==> src/rtl/product_accumulator_pkg.sv <==
// Shared types and default sizing for the product accumulator stage that sits
// behind the 4x4 array multiplier.
package product_acc_pkg;

    typedef enum logic [0:0] {
        ACCUM = 1'b0,
        DONE  = 1'b1
    } state_e;

    localparam int DEF_PROD_W    = 8;
    localparam int DEF_ACC_W     = 12;
    localparam int DEF_BLOCK_LEN = 16;

endpackage

==> src/rtl/product_accumulator_if.sv <==
// Input and output valid/ready channels of the product accumulator.
// The master drives products and consumes block totals; the slave is the accumulator.
interface product_accumulator_if
    import product_acc_pkg::*;
#(
    parameter int PROD_W = DEF_PROD_W,
    parameter int ACC_W  = DEF_ACC_W
);
    logic              in_valid;
    logic              in_ready;
    logic [PROD_W-1:0] in_data;
    logic              out_valid;
    logic              out_ready;
    logic [ACC_W-1:0]  out_data;
    logic              out_sat;

    modport master (
        output in_valid, in_data, out_ready,
        input  in_ready, out_valid, out_data, out_sat
    );

    modport slave (
        input  in_valid, in_data, out_ready,
        output in_ready, out_valid, out_data, out_sat
    );

endinterface

==> src/rtl/product_accumulator_sat_adder.sv <==
// Unsigned saturating adder: the sum is formed one bit wider than the operands
// and clamps to all ones when the carry bit is set.
module sat_adder #(
    parameter int ACC_W = 12
) (
    input  logic [ACC_W-1:0] a,
    input  logic [ACC_W-1:0] b,
    output logic [ACC_W-1:0] sum,
    output logic             overflow
);
    logic [ACC_W:0] w_wide;

    assign w_wide   = {1'b0, a} + {1'b0, b};
    assign overflow = w_wide[ACC_W];
    assign sum      = w_wide[ACC_W] ? {ACC_W{1'b1}} : w_wide[ACC_W-1:0];

endmodule

==> src/rtl/product_accumulator.sv <==
// Sums blocks of BLOCK_LEN unsigned products into a saturating accumulator and
// hands each block total, with a sticky saturation flag, to the downstream consumer.
module product_accumulator
    import product_acc_pkg::*;
#(
    parameter int PROD_W    = DEF_PROD_W,
    parameter int ACC_W     = DEF_ACC_W,
    parameter int BLOCK_LEN = DEF_BLOCK_LEN,
    parameter int CNT_W     = $clog2(BLOCK_LEN)
) (
    input  logic                 clk,
    input  logic                 rst_n,
    input  logic                 ena,
    input  logic                 clear,
    product_accumulator_if.slave bus,
    output logic [CNT_W-1:0]     count
);
    localparam logic [0:0]       ST_ACCUM = ACCUM;
    localparam logic [0:0]       ST_DONE  = DONE;
    localparam logic [CNT_W-1:0] LAST_CNT = CNT_W'(BLOCK_LEN - 1);

    logic [0:0]       r_state;
    logic [ACC_W-1:0] r_acc;
    logic [CNT_W-1:0] r_count;
    logic             r_sat;
    logic             r_out_valid;
    logic [ACC_W-1:0] r_out_data;
    logic             r_out_sat;

    logic             w_in_ready;
    logic             w_accept;
    logic             w_last;
    logic [ACC_W-1:0] w_sum;
    logic             w_overflow;

    // Ready depends only on registered state and the tile enable, never on in_valid.
    assign w_in_ready = (r_state == ST_ACCUM) && ena;
    assign w_accept   = bus.in_valid && w_in_ready;
    assign w_last     = (r_count == LAST_CNT);

    sat_adder #(
        .ACC_W(ACC_W)
    ) u_sat_adder (
        .a        (r_acc),
        .b        (ACC_W'(bus.in_data)),
        .sum      (w_sum),
        .overflow (w_overflow)
    );

    always_ff @(posedge clk or negedge rst_n) begin
        if (!rst_n) begin
            r_state     <= ST_ACCUM;
            r_acc       <= '0;
            r_count     <= '0;
            r_sat       <= 1'b0;
            r_out_valid <= 1'b0;
            r_out_data  <= '0;
            r_out_sat   <= 1'b0;
        end else if (clear) begin
            // Abort drops any pending result and any handshake on this edge.
            r_state     <= ST_ACCUM;
            r_acc       <= '0;
            r_count     <= '0;
            r_sat       <= 1'b0;
            r_out_valid <= 1'b0;
        end else if (ena) begin
            case (r_state)
                ST_ACCUM: begin
                    if (w_accept) begin
                        if (w_last) begin
                            r_out_data  <= w_sum;
                            r_out_sat   <= r_sat | w_overflow;
                            r_out_valid <= 1'b1;
                            r_state     <= ST_DONE;
                            r_acc       <= '0;
                            r_count     <= '0;
                            r_sat       <= 1'b0;
                        end else begin
                            r_acc   <= w_sum;
                            r_count <= r_count + CNT_W'(1);
                            r_sat   <= r_sat | w_overflow;
                        end
                    end
                end
                ST_DONE: begin
                    if (r_out_valid && bus.out_ready) begin
                        r_out_valid <= 1'b0;
                        r_state     <= ST_ACCUM;
                    end
                end
                default: r_state <= ST_ACCUM;
            endcase
        end
    end

    assign bus.in_ready  = w_in_ready;
    assign bus.out_valid = r_out_valid;
    assign bus.out_data  = r_out_data;
    assign bus.out_sat   = r_out_sat;
    assign count         = r_count;

endmodule

==> src/flat_wrapper.sv <==
// flat-port wrapper written by rule: the top's interface ports become plain ports
module product_accumulator_flat import product_acc_pkg::*;
#(
    parameter int PROD_W    = DEF_PROD_W,
    parameter int ACC_W     = DEF_ACC_W,
    parameter int BLOCK_LEN = DEF_BLOCK_LEN,
    parameter int CNT_W     = $clog2(BLOCK_LEN)
)
  (clk, rst_n, ena, clear, count, bus_in_valid, bus_in_data, bus_out_ready, bus_in_ready, bus_out_valid, bus_out_data, bus_out_sat);
  product_accumulator_if #(.PROD_W(PROD_W), .ACC_W(ACC_W)) bus_i ();
  input  logic clk;
  input  logic rst_n;
  input  logic ena;
  input  logic clear;
  output logic [CNT_W-1:0] count;
  input wire logic [$bits(bus_i.in_valid)-1:0] bus_in_valid;
  input wire logic [$bits(bus_i.in_data)-1:0] bus_in_data;
  input wire logic [$bits(bus_i.out_ready)-1:0] bus_out_ready;
  output wire logic [$bits(bus_i.in_ready)-1:0] bus_in_ready;
  output wire logic [$bits(bus_i.out_valid)-1:0] bus_out_valid;
  output wire logic [$bits(bus_i.out_data)-1:0] bus_out_data;
  output wire logic [$bits(bus_i.out_sat)-1:0] bus_out_sat;
  assign bus_i.in_valid = bus_in_valid;
  assign bus_i.in_data = bus_in_data;
  assign bus_i.out_ready = bus_out_ready;
  assign bus_in_ready = bus_i.in_ready;
  assign bus_out_valid = bus_i.out_valid;
  assign bus_out_data = bus_i.out_data;
  assign bus_out_sat = bus_i.out_sat;
  product_accumulator #(.PROD_W(PROD_W), .ACC_W(ACC_W), .BLOCK_LEN(BLOCK_LEN), .CNT_W(CNT_W)) u_core (.clk(clk), .rst_n(rst_n), .ena(ena), .clear(clear), .bus(bus_i), .count(count));
endmodule
==> config.mk <==
export PLATFORM = sky130hd
export DESIGN_NAME = product_accumulator_flat
export DESIGN_NICKNAME = d
export VERILOG_FILES = /design/src/rtl/product_accumulator_pkg.sv /design/src/rtl/product_accumulator_if.sv /design/src/rtl/product_accumulator_sat_adder.sv /design/src/rtl/product_accumulator.sv /design/src/flat_wrapper.sv
export SDC_FILE = /design/constraint.sdc
export NUM_CORES = 1
export LEC_CHECK = 0
export BUFFER_PORTS_ARGS = -buffer_cell sky130_fd_sc_hd__buf_2
export CAP_MARGIN = 5
export CORE_ASPECT_RATIO = 0.5
export CORE_MARGIN = 2
export CORE_UTILIZATION = 40
export CTS_CLUSTER_DIAMETER = 50
export DETAILED_ROUTE_END_ITERATION = 12
export PLACE_DENSITY_LB_ADDON = 0.3
export SYNTH_ARGS = -nofsm -noshare
export SYNTH_HDL_FRONTEND = slang
export SYNTH_SLANG_ARGS = --single-unit
==> constraint.sdc <==
create_clock -name clk -period 5.4 [get_ports clk]
set_clock_uncertainty 0.1 [all_clocks]
set_input_delay 1.08 -clock clk [delete_from_list [all_inputs] [get_ports clk]]
set_output_delay 1.08 -clock clk [all_outputs]
set_load 0.05 [all_outputs]
==> run_results.csv <==
group,metric,value,unit
worst_setup_path,critical_path_class,"in -> reg",
finish,finish.utilization,48.6,%
detailed_routing,wire_per_inst,14.3,µm
placed_design,portBuffers,32,
placed_design,place_ws,2.12,ns
power,power_frac_comb,15.4,%
yosys,yosysTopAreaCellShare,44.4,%
finish,antennaDiodeCount,0,
worst_setup_path,cp_num_buf_inv,1,
clocking,cts_resized,0,
detailed_routing,vias,1571,
status,status,"finished clean",
power,power.total,0.561,mW
yosys,avgSynthCellArea,9.48,µm²
clocking,cts.path.max_buffers,2,
yosys,synth_ff_type,"dfrtp_1",
yosys,ys_types,45,
clocking,cts_setup_buffers,0,
sta,slew_viol_final,0,
global_route,grt_antenna_before_repair,0,
finish,area_delta_synth_final,17.5,%
yosys,syn_area,1800,µm²
sta,grt_setup_unrepaired,"false",
power,pwr-share-clk,40.2,%
worst_setup_path,path_delay_family,"compound AO/OA/AOI/OAI gates",
worst_setup_path,r2r_start,"u_core.r_acc[0]",
worst_setup_path,crit_fanout,6,
min_path,hold_path_startpoint,"u_core.bus.out_sat",
worst_setup_path,cp-startpoint,"bus_in_data[0]",
global_route,grt_pass1_wl,6950,µm
sta,fmax,0.333,GHz
sta,fin_crit_sh,55.6,%
yosys,async_reset_ff_share,100,%
placed_design,dp_hpwl,2960,µm
die,num_rows,17,
clocking,path_clk_slew,0.07,ns
worst_setup_path,arrival,3.07,ns
global_route,grt_max_degree,33,
yosys,yosysWarnings,0,
detailed_routing,drt_first_pass_iters,4,
power,ir_worst_vdd,0.0986,mV
sta,hold_viol,0,
sta,setup_ws,2.40,ns
worst_setup_path,required,5.47,ns
power,pwr-share-seq,44.4,%
clocking,cts_buffers,5,
finish,final_layout_size_suffix_gt1_share,25.9,%
finish,layout_common_cells,"32 x buf_2, 32 x dfrtp_1, 29 x nand2_1, 21 x o21ai_1, 14 x a21oi_1",
power,switching_power,0.148,mW
die,dieArea,5090,µm²
power,switching_share,26.4,%
finish,fillCellCount,399,
yosys,netlist_instances,190,
min_path,hp-class,"reg -> reg",
yosys,ys_ff_latch,32,
die,fp.dieH,51.5,µm
power,p_leak,0.997,nW
clocking,cts_root_buffer,"clkbuf_8",
global_route,globalRouteOverflowTotal,0,
global_route,gr-usage-all-layers,17.3,%
sta,tns,0,ns
detailed_routing,ant_nets,0,
sta,period_needed,3.00,ns
placed_design,place_inst,273,
detailed_routing,drc,0,
detailed_routing,via_per_inst,5.59,
run,maxCapViolations,0,
clocking,htree_levels,2,
worst_setup_path,endpoint_kind,"register",
sta,max-slew-margin-rel,42.2,%
sta,worst_pin_slew,0.863,ns
detailed_routing,drt_iter0_drc,53,
sta,finalSetupViolations,0,
clocking,cts.sink_count,32,
die,io_pins,33,
worst_setup_path,worstPathCellList,"buf_2 -> ha_1 -> fa_1 -> a21o_2 -> a221oi_4 -> a21bo_2 -> o21ai_1 -> a22o_1",
global_route,grt_pass1_vias,1533,
clocking,cts_tree,"yes",
detailed_routing,wl,4010,µm
power,p_int,0.413,mW
worst_setup_path,slowest_delay,0.43,ns
clocking,clk_latency,0.28,ns
yosys,syn_nets,214,
finish,finalNetCount,247,
placed_design,gp_congestion,0.830,
die,die_x,98.9,µm
yosys,synth_edf_count,0,
finish,instances_no_fill,281,
yosys,synth_top_area_cell,"dfrtp_1",
worst_setup_path,slowest_stage,"fa_1",
power,powerDensity,265,nW/µm²
die,core-area,4360,µm²
clocking,ctsHoldBuffers,0,
worst_setup_path,ff2ff_setup_slack,2.93,ns
yosys,yosys-top-cells-area,"dfrtp_1 44%, ha_1 6.3%, nand2_1 6.0%, o21ai_1 5.8%, a21oi_1 3.9%",
worst_setup_path,cp-start-kind,"input port",
die,initial_utilization,41.3,%
yosys,synth.yosys.seq_area_share,44.4,%
[cell families after synthesis]
group	synth area share, %
and+or+nand+nor	17.0
AOI/OAI and AO/OA	26.0
DFF	44.4
buffers and inverters	1.74
adders and majority gates	7.36
xor gates and xnor gates	3.40
[stage by stage]
stage          hold WS (ns)  instance area (µm²)
2_1_floorplan         0.360                 1800
3_3_place_gp          0.350                 2010
3_5_place_dp          0.355                 2010
4_1_cts               0.374                 2120
5_1_grt               0.418                 2120
6_report              0.369                 2120
[registers in the layout, indices dropped and copies added, names as in the netlist]
name,count
u_core.count,4
u_core.r_sat,1
u_core.r_acc,12
u_core.r_state,1
u_core.bus.out_sat,1
u_core.bus.out_data,12
u_core.bus.out_valid,1
[layer usage]
metal,up-vias,track usage [%],routed length (µm)
met5,-,0,0
met4,0,5.94,82
met3,11,4.51,243
met2,46,29.1,1780
met1,758,22.0,1900
li1,756,-,-
[cells in the mapped netlist (2+ instances only)]
cell type / number
dfrtp_1: 32
nand2_1: 29
o21ai_1: 21
a21oi_1: 14
ha_1: 9
nor2_2: 8
nor2_1: 7
o21ai_0: 7
clkbuf_1: 5
a31oi_1: 4
nor3_1: 4
xor2_1: 4
a211oi_1: 3
o22ai_1: 3
xnor2_1: 3
a21o_1: 2
inv_1: 2
nand3_1: 2
nand3b_1: 2
nand4_1: 2
o211ai_1: 2
o31ai_1: 2
[path summary, 6_finish.rpt]
kind,end,cells after the start
max,u_core.r_acc[9],8
min,u_core.bus.out_sat,2
max reg2reg,u_core.r_acc[9],7
min reg2reg,u_core.bus.out_sat,2
max in group asynchronous,u_core.bus.out_data[0],1
min in group asynchronous,u_core.r_acc[10],1
[power groups by stage]
| stage | Sequential (mW) | Clock [mW] | Combinational (mW) |
|---|---|---|---|
| after floorplan | 0.255 | 0 | 0.0601 |
| after global placement | 0.253 | 0 | 0.0861 |
| after detailed placement | 0.254 | 0 | 0.0870 |
| after CTS | 0.249 | 0.233 | 0.0873 |
| after global routing | 0.250 | 0.245 | 0.0965 |
| final | 0.249 | 0.226 | 0.0862 |
[worst min-delay path, delay by kind of cell (launching register included)]
family / cells / cell delay (ns)
simple gates: 2 / 0.09
flops: 1 / 0.35
[layout make-up]
type / count / area, µm² / area share [%]
Timing Repair Buffer: 32 / 160 / 7.57
Inverter: 2 / 7.51 / 0.355
Sequential cell: 32 / 801 / 37.8
Clock buffer: 6 / 72.6 / 3.43
Multi-Input combinational cell: 150 / 970 / 45.8
Clock inverter: 2 / 35.0 / 1.65
Tap cell: 57 / 71.3 / 3.37
No activity file was read; power rests on OpenSTA's default activity.
